## src/rtl/hazard_ctrl_pkg.sv

```systemverilog
// Shared pipeline mux select types plus the hazard controller state encoding.
// Select encodings put the plain register-file path at zero so reset yields it.
package forwardmux1;
    typedef enum bit [1:0] {
        idex_rs1reg_out  = 2'd0,
        exmem_alureg_out = 2'd1,
        regfilemux_out   = 2'd2
    } forwardmux1_sel_t;
endpackage

package forwardmux2;
    typedef enum bit [1:0] {
        idex_rs2reg_out  = 2'd0,
        exmem_alureg_out = 2'd1,
        regfilemux_out   = 2'd2
    } forwardmux2_sel_t;
endpackage

package hazardstate;
    typedef enum bit [1:0] {
        run       = 2'd0,
        mem_wait  = 2'd1,
        lu_bubble = 2'd2
    } hazardstate_t;
endpackage

```

## src/rtl/hazard_ctrl_resp_buf.sv

```systemverilog
// Holds one cache port's single-cycle response until the pipe next advances.
// Zero latency on the live response; buffered copy is presented afterwards.
module resp_buf #(
    parameter int XLEN = 32
) (
    input  logic            clk,
    input  logic            rst,
    input  logic            req,
    input  logic            resp,
    input  logic            clr,
    input  logic [XLEN-1:0] rdata,
    output logic            pend,
    output logic [XLEN-1:0] data
);
    logic            done;
    logic [XLEN-1:0] hold_q;

    always_ff @(posedge clk or posedge rst) begin
        if (rst) begin
            done   <= 1'b0;
            hold_q <= '0;
        end else begin
            if (clr)
                done <= 1'b0;
            else if (resp && req)
                done <= 1'b1;
            if (resp)
                hold_q <= rdata;
        end
    end

    assign pend = req & ~(resp | done);
    assign data = resp ? rdata : hold_q;
endmodule

```

## src/rtl/hazard_ctrl.sv

```systemverilog
// Pipeline hazard control: EX forwarding selects, load-use bubble, branch flush,
// and a global freeze while either cache port still owes a response.
module hazard_ctrl #(
    parameter int XLEN = 32,
    parameter int REGW = 5
) (
    input  logic                           clk,
    input  logic                           rst,
    input  logic [REGW-1:0]                ifid_rs1,
    input  logic [REGW-1:0]                ifid_rs2,
    input  logic [REGW-1:0]                idex_rs1,
    input  logic [REGW-1:0]                idex_rs2,
    input  logic [REGW-1:0]                idex_rd,
    input  logic                           idex_is_load,
    input  logic [REGW-1:0]                exmem_rd,
    input  logic                           exmem_regwrite,
    input  logic                           exmem_is_load,
    input  logic [REGW-1:0]                memwb_rd,
    input  logic                           memwb_regwrite,
    input  logic                           br_taken,
    input  logic                           imem_read,
    input  logic                           dmem_req,
    input  logic                           imem_resp,
    input  logic                           dmem_resp,
    input  logic [XLEN-1:0]                imem_rdata,
    input  logic [XLEN-1:0]                dmem_rdata,
    output forwardmux1::forwardmux1_sel_t  forwardmux1_sel,
    output forwardmux2::forwardmux2_sel_t  forwardmux2_sel,
    output logic                           pipe_stall,
    output logic                           lu_bubble,
    output logic                           flush_ifid,
    output logic                           flush_idex,
    output logic [XLEN-1:0]                if_rdata,
    output logic [XLEN-1:0]                mem_rdata,
    output logic [XLEN-1:0]                stall_cycles
);
    hazardstate::hazardstate_t state_q, state_d;
    logic i_pend, d_pend, mem_pend, load_use, flush;

    resp_buf #(.XLEN(XLEN)) u_ibuf (
        .clk(clk), .rst(rst), .req(imem_read), .resp(imem_resp), .clr(~pipe_stall),
        .rdata(imem_rdata), .pend(i_pend), .data(if_rdata)
    );

    resp_buf #(.XLEN(XLEN)) u_dbuf (
        .clk(clk), .rst(rst), .req(dmem_req), .resp(dmem_resp), .clr(~pipe_stall),
        .rdata(dmem_rdata), .pend(d_pend), .data(mem_rdata)
    );

    assign mem_pend = i_pend | d_pend;
    assign load_use = idex_is_load && (idex_rd != '0) &&
                      ((idex_rd == ifid_rs1) || (idex_rd == ifid_rs2));

    // Loads in MEM are never forwarded from EX/MEM; the bubble moves them to WB first.
    always_comb begin
        forwardmux1_sel = forwardmux1::idex_rs1reg_out;
        forwardmux2_sel = forwardmux2::idex_rs2reg_out;
        if (exmem_regwrite && exmem_rd != '0 && exmem_rd == idex_rs1 && !exmem_is_load)
            forwardmux1_sel = forwardmux1::exmem_alureg_out;
        else if (memwb_regwrite && memwb_rd != '0 && memwb_rd == idex_rs1)
            forwardmux1_sel = forwardmux1::regfilemux_out;
        if (exmem_regwrite && exmem_rd != '0 && exmem_rd == idex_rs2 && !exmem_is_load)
            forwardmux2_sel = forwardmux2::exmem_alureg_out;
        else if (memwb_regwrite && memwb_rd != '0 && memwb_rd == idex_rs2)
            forwardmux2_sel = forwardmux2::regfilemux_out;
    end

    always_ff @(posedge clk or posedge rst) begin
        if (rst)
            state_q <= hazardstate::run;
        else
            state_q <= state_d;
    end

    always_comb begin
        state_d    = state_q;
        pipe_stall = 1'b0;
        flush      = 1'b0;
        lu_bubble  = 1'b0;
        case (state_q)
            hazardstate::lu_bubble: begin
                if (mem_pend) begin
                    pipe_stall = 1'b1;
                    state_d    = hazardstate::mem_wait;
                end else begin
                    state_d = hazardstate::run;
                end
            end
            default: begin
                // RUN and the release cycle of MEM_WAIT share the same rules.
                if (mem_pend) begin
                    pipe_stall = 1'b1;
                    state_d    = hazardstate::mem_wait;
                end else if (br_taken) begin
                    flush   = 1'b1;
                    state_d = hazardstate::run;
                end else if (load_use) begin
                    lu_bubble = 1'b1;
                    state_d   = hazardstate::lu_bubble;
                end else begin
                    state_d = hazardstate::run;
                end
            end
        endcase
    end

    assign flush_ifid = flush;
    assign flush_idex = flush;

    always_ff @(posedge clk or posedge rst) begin
        if (rst)
            stall_cycles <= '0;
        else if (pipe_stall)
            stall_cycles <= stall_cycles + XLEN'(1);
    end

    a_no_load_fwd: assert property (@(posedge clk) disable iff (rst)
        !(!pipe_stall && exmem_is_load && exmem_regwrite && exmem_rd != '0 &&
          (exmem_rd == idex_rs1 || exmem_rd == idex_rs2)));
endmodule

```

## config.mk

```make
export PLATFORM = sky130hd
export DESIGN_NAME = hazard_ctrl
export DESIGN_NICKNAME = d
export VERILOG_FILES = /design/src/rtl/hazard_ctrl_pkg.sv /design/src/rtl/hazard_ctrl_resp_buf.sv /design/src/rtl/hazard_ctrl.sv
export SDC_FILE = /design/constraint.sdc
export NUM_CORES = 1
export LEC_CHECK = 0
export BUFFER_PORTS_ARGS = -buffer_cell sky130_fd_sc_hd__buf_2
export CORE_ASPECT_RATIO = 1.5
export CORE_MARGIN = 4
export CORE_UTILIZATION = 46
export CTS_CLUSTER_SIZE = 40
export DETAILED_ROUTE_END_ITERATION = 10
export GPL_TIMING_DRIVEN = 0
export PLACE_DENSITY = 0.79
export SLEW_MARGIN = 20
export SYNTH_ARGS = -nofsm -noshare
export SYNTH_HDL_FRONTEND = slang
export SYNTH_SLANG_ARGS = --single-unit
```

## constraint.sdc

```tcl
create_clock -name clk -period 3.6 [get_ports clk]
set_clock_uncertainty 0.05 [all_clocks]
set_input_delay 0.72 -clock clk [delete_from_list [all_inputs] [get_ports clk]]
set_output_delay 0.72 -clock clk [all_outputs]
set_load 0.005 [all_outputs]
```

==> flow_metrics.env <==
export IMPL_clockBufferDepth=2
export IMPL_drc=0
export IMPL_ys_flop_type="dfrtp_1"
export IMPL_setup_tns_final_ns=0
export IMPL_rsz0062_at_grt="false"
export IMPL_drt_initial_drc_count=85
export IMPL_cts_sinks=100
export IMPL_yosys_area_share_simple=0.115
export IMPL_synth_area_um2=4460
export IMPL_crit_end="forwardmux2_sel[1]"
export IMPL_areaGrowthSynthToFinish_pct=34.9
export IMPL_fin_nets=676
export IMPL_die_width_um=88.4
export IMPL_grt_pass1_wl_mm=16.9
export IMPL_synth_fp_nets=453
export IMPL_ys_seq_elements=100
export IMPL_io_buffers=211
export IMPL_yosys_area_share_xor_xnor=0.120
export IMPL_clk_latency_ns=0.33
export IMPL_insertedDiodeCount=0
export IMPL_final_common_cell="buf_2"
export IMPL_core_area_um2=9360
export IMPL_synth_edf_count=0
export IMPL_hold_viol=0
export IMPL_r2r_cells=4
export IMPL_worst_setup_path_end_kind="primary output"
export IMPL_ios=214
export IMPL_grt_max_degree=56
export IMPL_crit_start="exmem_rd[1]"
export IMPL_wire_per_inst_um=15.9
export IMPL_drt_wl_total_mm=10.9
export IMPL_die_area_um2=11400
export IMPL_ff2ff_setup_slack_ns=1.55
export IMPL_clkPwrFrac=0.374
export IMPL_p_leak_nw=2.98
export IMPL_htree_levels=3
export IMPL_cap_violations=0
export IMPL_slew_headroom=0.400
export IMPL_grt_overflow=0
export IMPL_cpPeakStageDelay_ns=0.53
export IMPL_hold_buffers=0
export IMPL_yosys_warnings=0
export IMPL_placementRows=43
export IMPL_power_ir_vdd_worst_v=0.000432
export IMPL_finalSetupViolations=0
export IMPL_synth_top_family_by_area="multiplexers"
export IMPL_synthMuxAreaShare=0.164
export IMPL_timing_rr_start="stall_cycles[2]$_DFFE_PP0N_"
export IMPL_path_cells="buf_2, or4_1, o21ai_0, nor4_1, nor4_1, buf_2"
export IMPL_synthAdderAreaFrac=0.00280
export IMPL_critPathKind="input pin to primary output"
export IMPL_path_max_fanout=3
export IMPL_cp_data_required_time_ns=2.83
export IMPL_clkTransAtPathRegs_ns=0.07
export IMPL_synth_compound_area_frac=0.0193
export IMPL_vias=3487
export IMPL_syn_inst=342
export IMPL_hold_worst_slack_ns=0.372
export IMPL_r2r_end="stall_cycles[31]$_DFFE_PP0N_"
export IMPL_dieHeight_um=129
export IMPL_slew_violations=0
export IMPL_finish_utilization=0.643
export IMPL_power_density_nw_per_um2=467
export IMPL_grt_pass1_vias=3664
export IMPL_status="finished clean"
export IMPL_track_usage=0.191
export IMPL_vias_per_cell=5.11
export IMPL_cts_tree="yes"
export IMPL_n_fill_cell=742
export IMPL_root_buffer="clkbuf_16"
export IMPL_drive_above_1_share=0.535
export IMPL_cp_start_kind="input pin"
export IMPL_comb_power_share=0.162
export IMPL_place_congestion=0.806
export IMPL_start_util=0.477
export IMPL_fin_crit_ns=3.01
export IMPL_async_reset_ff_frac=1.00
export IMPL_layout_common_cells="buf_2, dfrtp_1, mux2_2, xor2_1, xnor2_1"
export IMPL_cts_setup_buffers=0
export IMPL_period_share=0.836
export IMPL_cts_buffers=9
export IMPL_critPathArrivalTime_ns=2.24
export IMPL_antenna_found_initial=0
export IMPL_max_clock_freq_mhz=332
export IMPL_cp_slowest_cell="or4_1"
export IMPL_cts_resized=0
export IMPL_synthDistinctLibCells=34
export IMPL_yosysSeqAreaShare=0.561
export IMPL_hpwlAfterDp_mm=8.84
export IMPL_p_sw_frac=0.255
export IMPL_power_switching_w=0.000717
export IMPL_ant_nets=0
export IMPL_first_pass_iters=4
export IMPL_p_int_w=0.00210
export IMPL_seqPwrFrac=0.464
export IMPL_postSynthAreaPerCell_um2=13.0
export IMPL_min_path_type="input pin to asynchronous set/reset pin"
export IMPL_worst_slew_pin_slew_ns=0.895
## cells by family after synthesis
kind of cell | after synthesis
multiplexers | 65
AO/OA/AOI/OAI | 12
flip-flops | 100
adder cells (fa/ha/maj) | 1
XOR/XNOR | 61
buffers and inverters | 18
AND/OR/NAND/NOR | 85
## layout make-up
cell class,count,area [um2],area share
Tap cell,112,140,0.0233
Buffer,10,53.8,0.00893
Timing Repair Buffer,212,1080,0.180
Sequential cell,100,2500,0.416
Clock inverter,7,105,0.0175
Multi-Input combinational cell,224,1880,0.312
Clock buffer,9,225,0.0374
Inverter,8,35.0,0.00582
## per-layer routing
metal,share of wire,track usage,wire length (um),vias up
met3,0.070,0.0545,764,16
met1,0.36,0.213,3910,1695
met5,0,0,0,-
met4,0.022,0.0721,238,0
li1,-,-,-,1642
met2,0.55,0.339,5960,134
## state kept, by name, indices dropped and copies added, names as in the netlist
register       cells
u_ibuf.done        1
state_q            2
u_ibuf.hold_q     32
stall_cycles      32
u_dbuf.done        1
u_dbuf.hold_q     32
## worst min-delay path by stage
stage / from / end / slack, ns / cells after the start
global placement: stall_cycles[31]$_DFFE_PP0N_ / stall_cycles[31]$_DFFE_PP0N_ / 0.42 / 1
finish: rst / u_dbuf.hold_q[17]$_DFF_PP0_ / 0.37 / 2
floorplan: stall_cycles[31]$_DFFE_PP0N_ / stall_cycles[31]$_DFFE_PP0N_ / 0.42 / 1
global route: rst / u_dbuf.hold_q[17]$_DFF_PP0_ / 0.40 / 2
detailed placement: stall_cycles[31]$_DFFE_PP0N_ / stall_cycles[31]$_DFFE_PP0N_ / 0.42 / 1
CTS: rst / u_dbuf.hold_q[17]$_DFF_PP0_ / 0.38 / 2
## synth_stat cells (4+ instances only)
| cell | n | area (um2) |
|---|---|---|
| dfrtp_1 | 100 | 2500 |
| xnor2_1 | 27 | 236 |
| mux2_2 | 65 | 732 |
| nand2_1 | 12 | 45.0 |
| or4_1 | 5 | 37.5 |
| nand4_1 | 7 | 43.8 |
| o21ai_0 | 4 | 20.0 |
| xor2_1 | 34 | 298 |
| nand3_1 | 16 | 80.1 |
| nor3_1 | 8 | 40.0 |
| nor4_1 | 7 | 43.8 |
| inv_1 | 8 | 30.0 |
| nor2_1 | 15 | 56.3 |
## power by group through the flow
stage / logic (W) / clock network (W) / registers [W]
finish: 0.000457 / 0.00105 / 0.00130
global route: 0.000509 / 0.00112 / 0.00132
CTS: 0.000468 / 0.00108 / 0.00131
detailed placement: 0.000466 / 0 / 0.00133
global placement: 0.000450 / 0 / 0.00132
floorplan: 0.000235 / 0 / 0.00131
## critical path, delay by kind of cell
kind / cells / cell delay, ns
buf+inv: 2 / 0.28
compound gates: 1 / 0.30
simple gates: 3 / 0.94
## through the flow
stage                     cells  worst slack (ns)  power [W]  area [um2]
after floorplan             342             0.211    0.00155        4460
after global placement      665            -0.816    0.00177        5660
after detailed placement    666             0.593    0.00179        5690
after CTS                   682             0.590    0.00285        6020
after global routing        682             0.579    0.00296        6020
final                       682             0.589    0.00281        6020
Power figures use the tool's default switching activity.
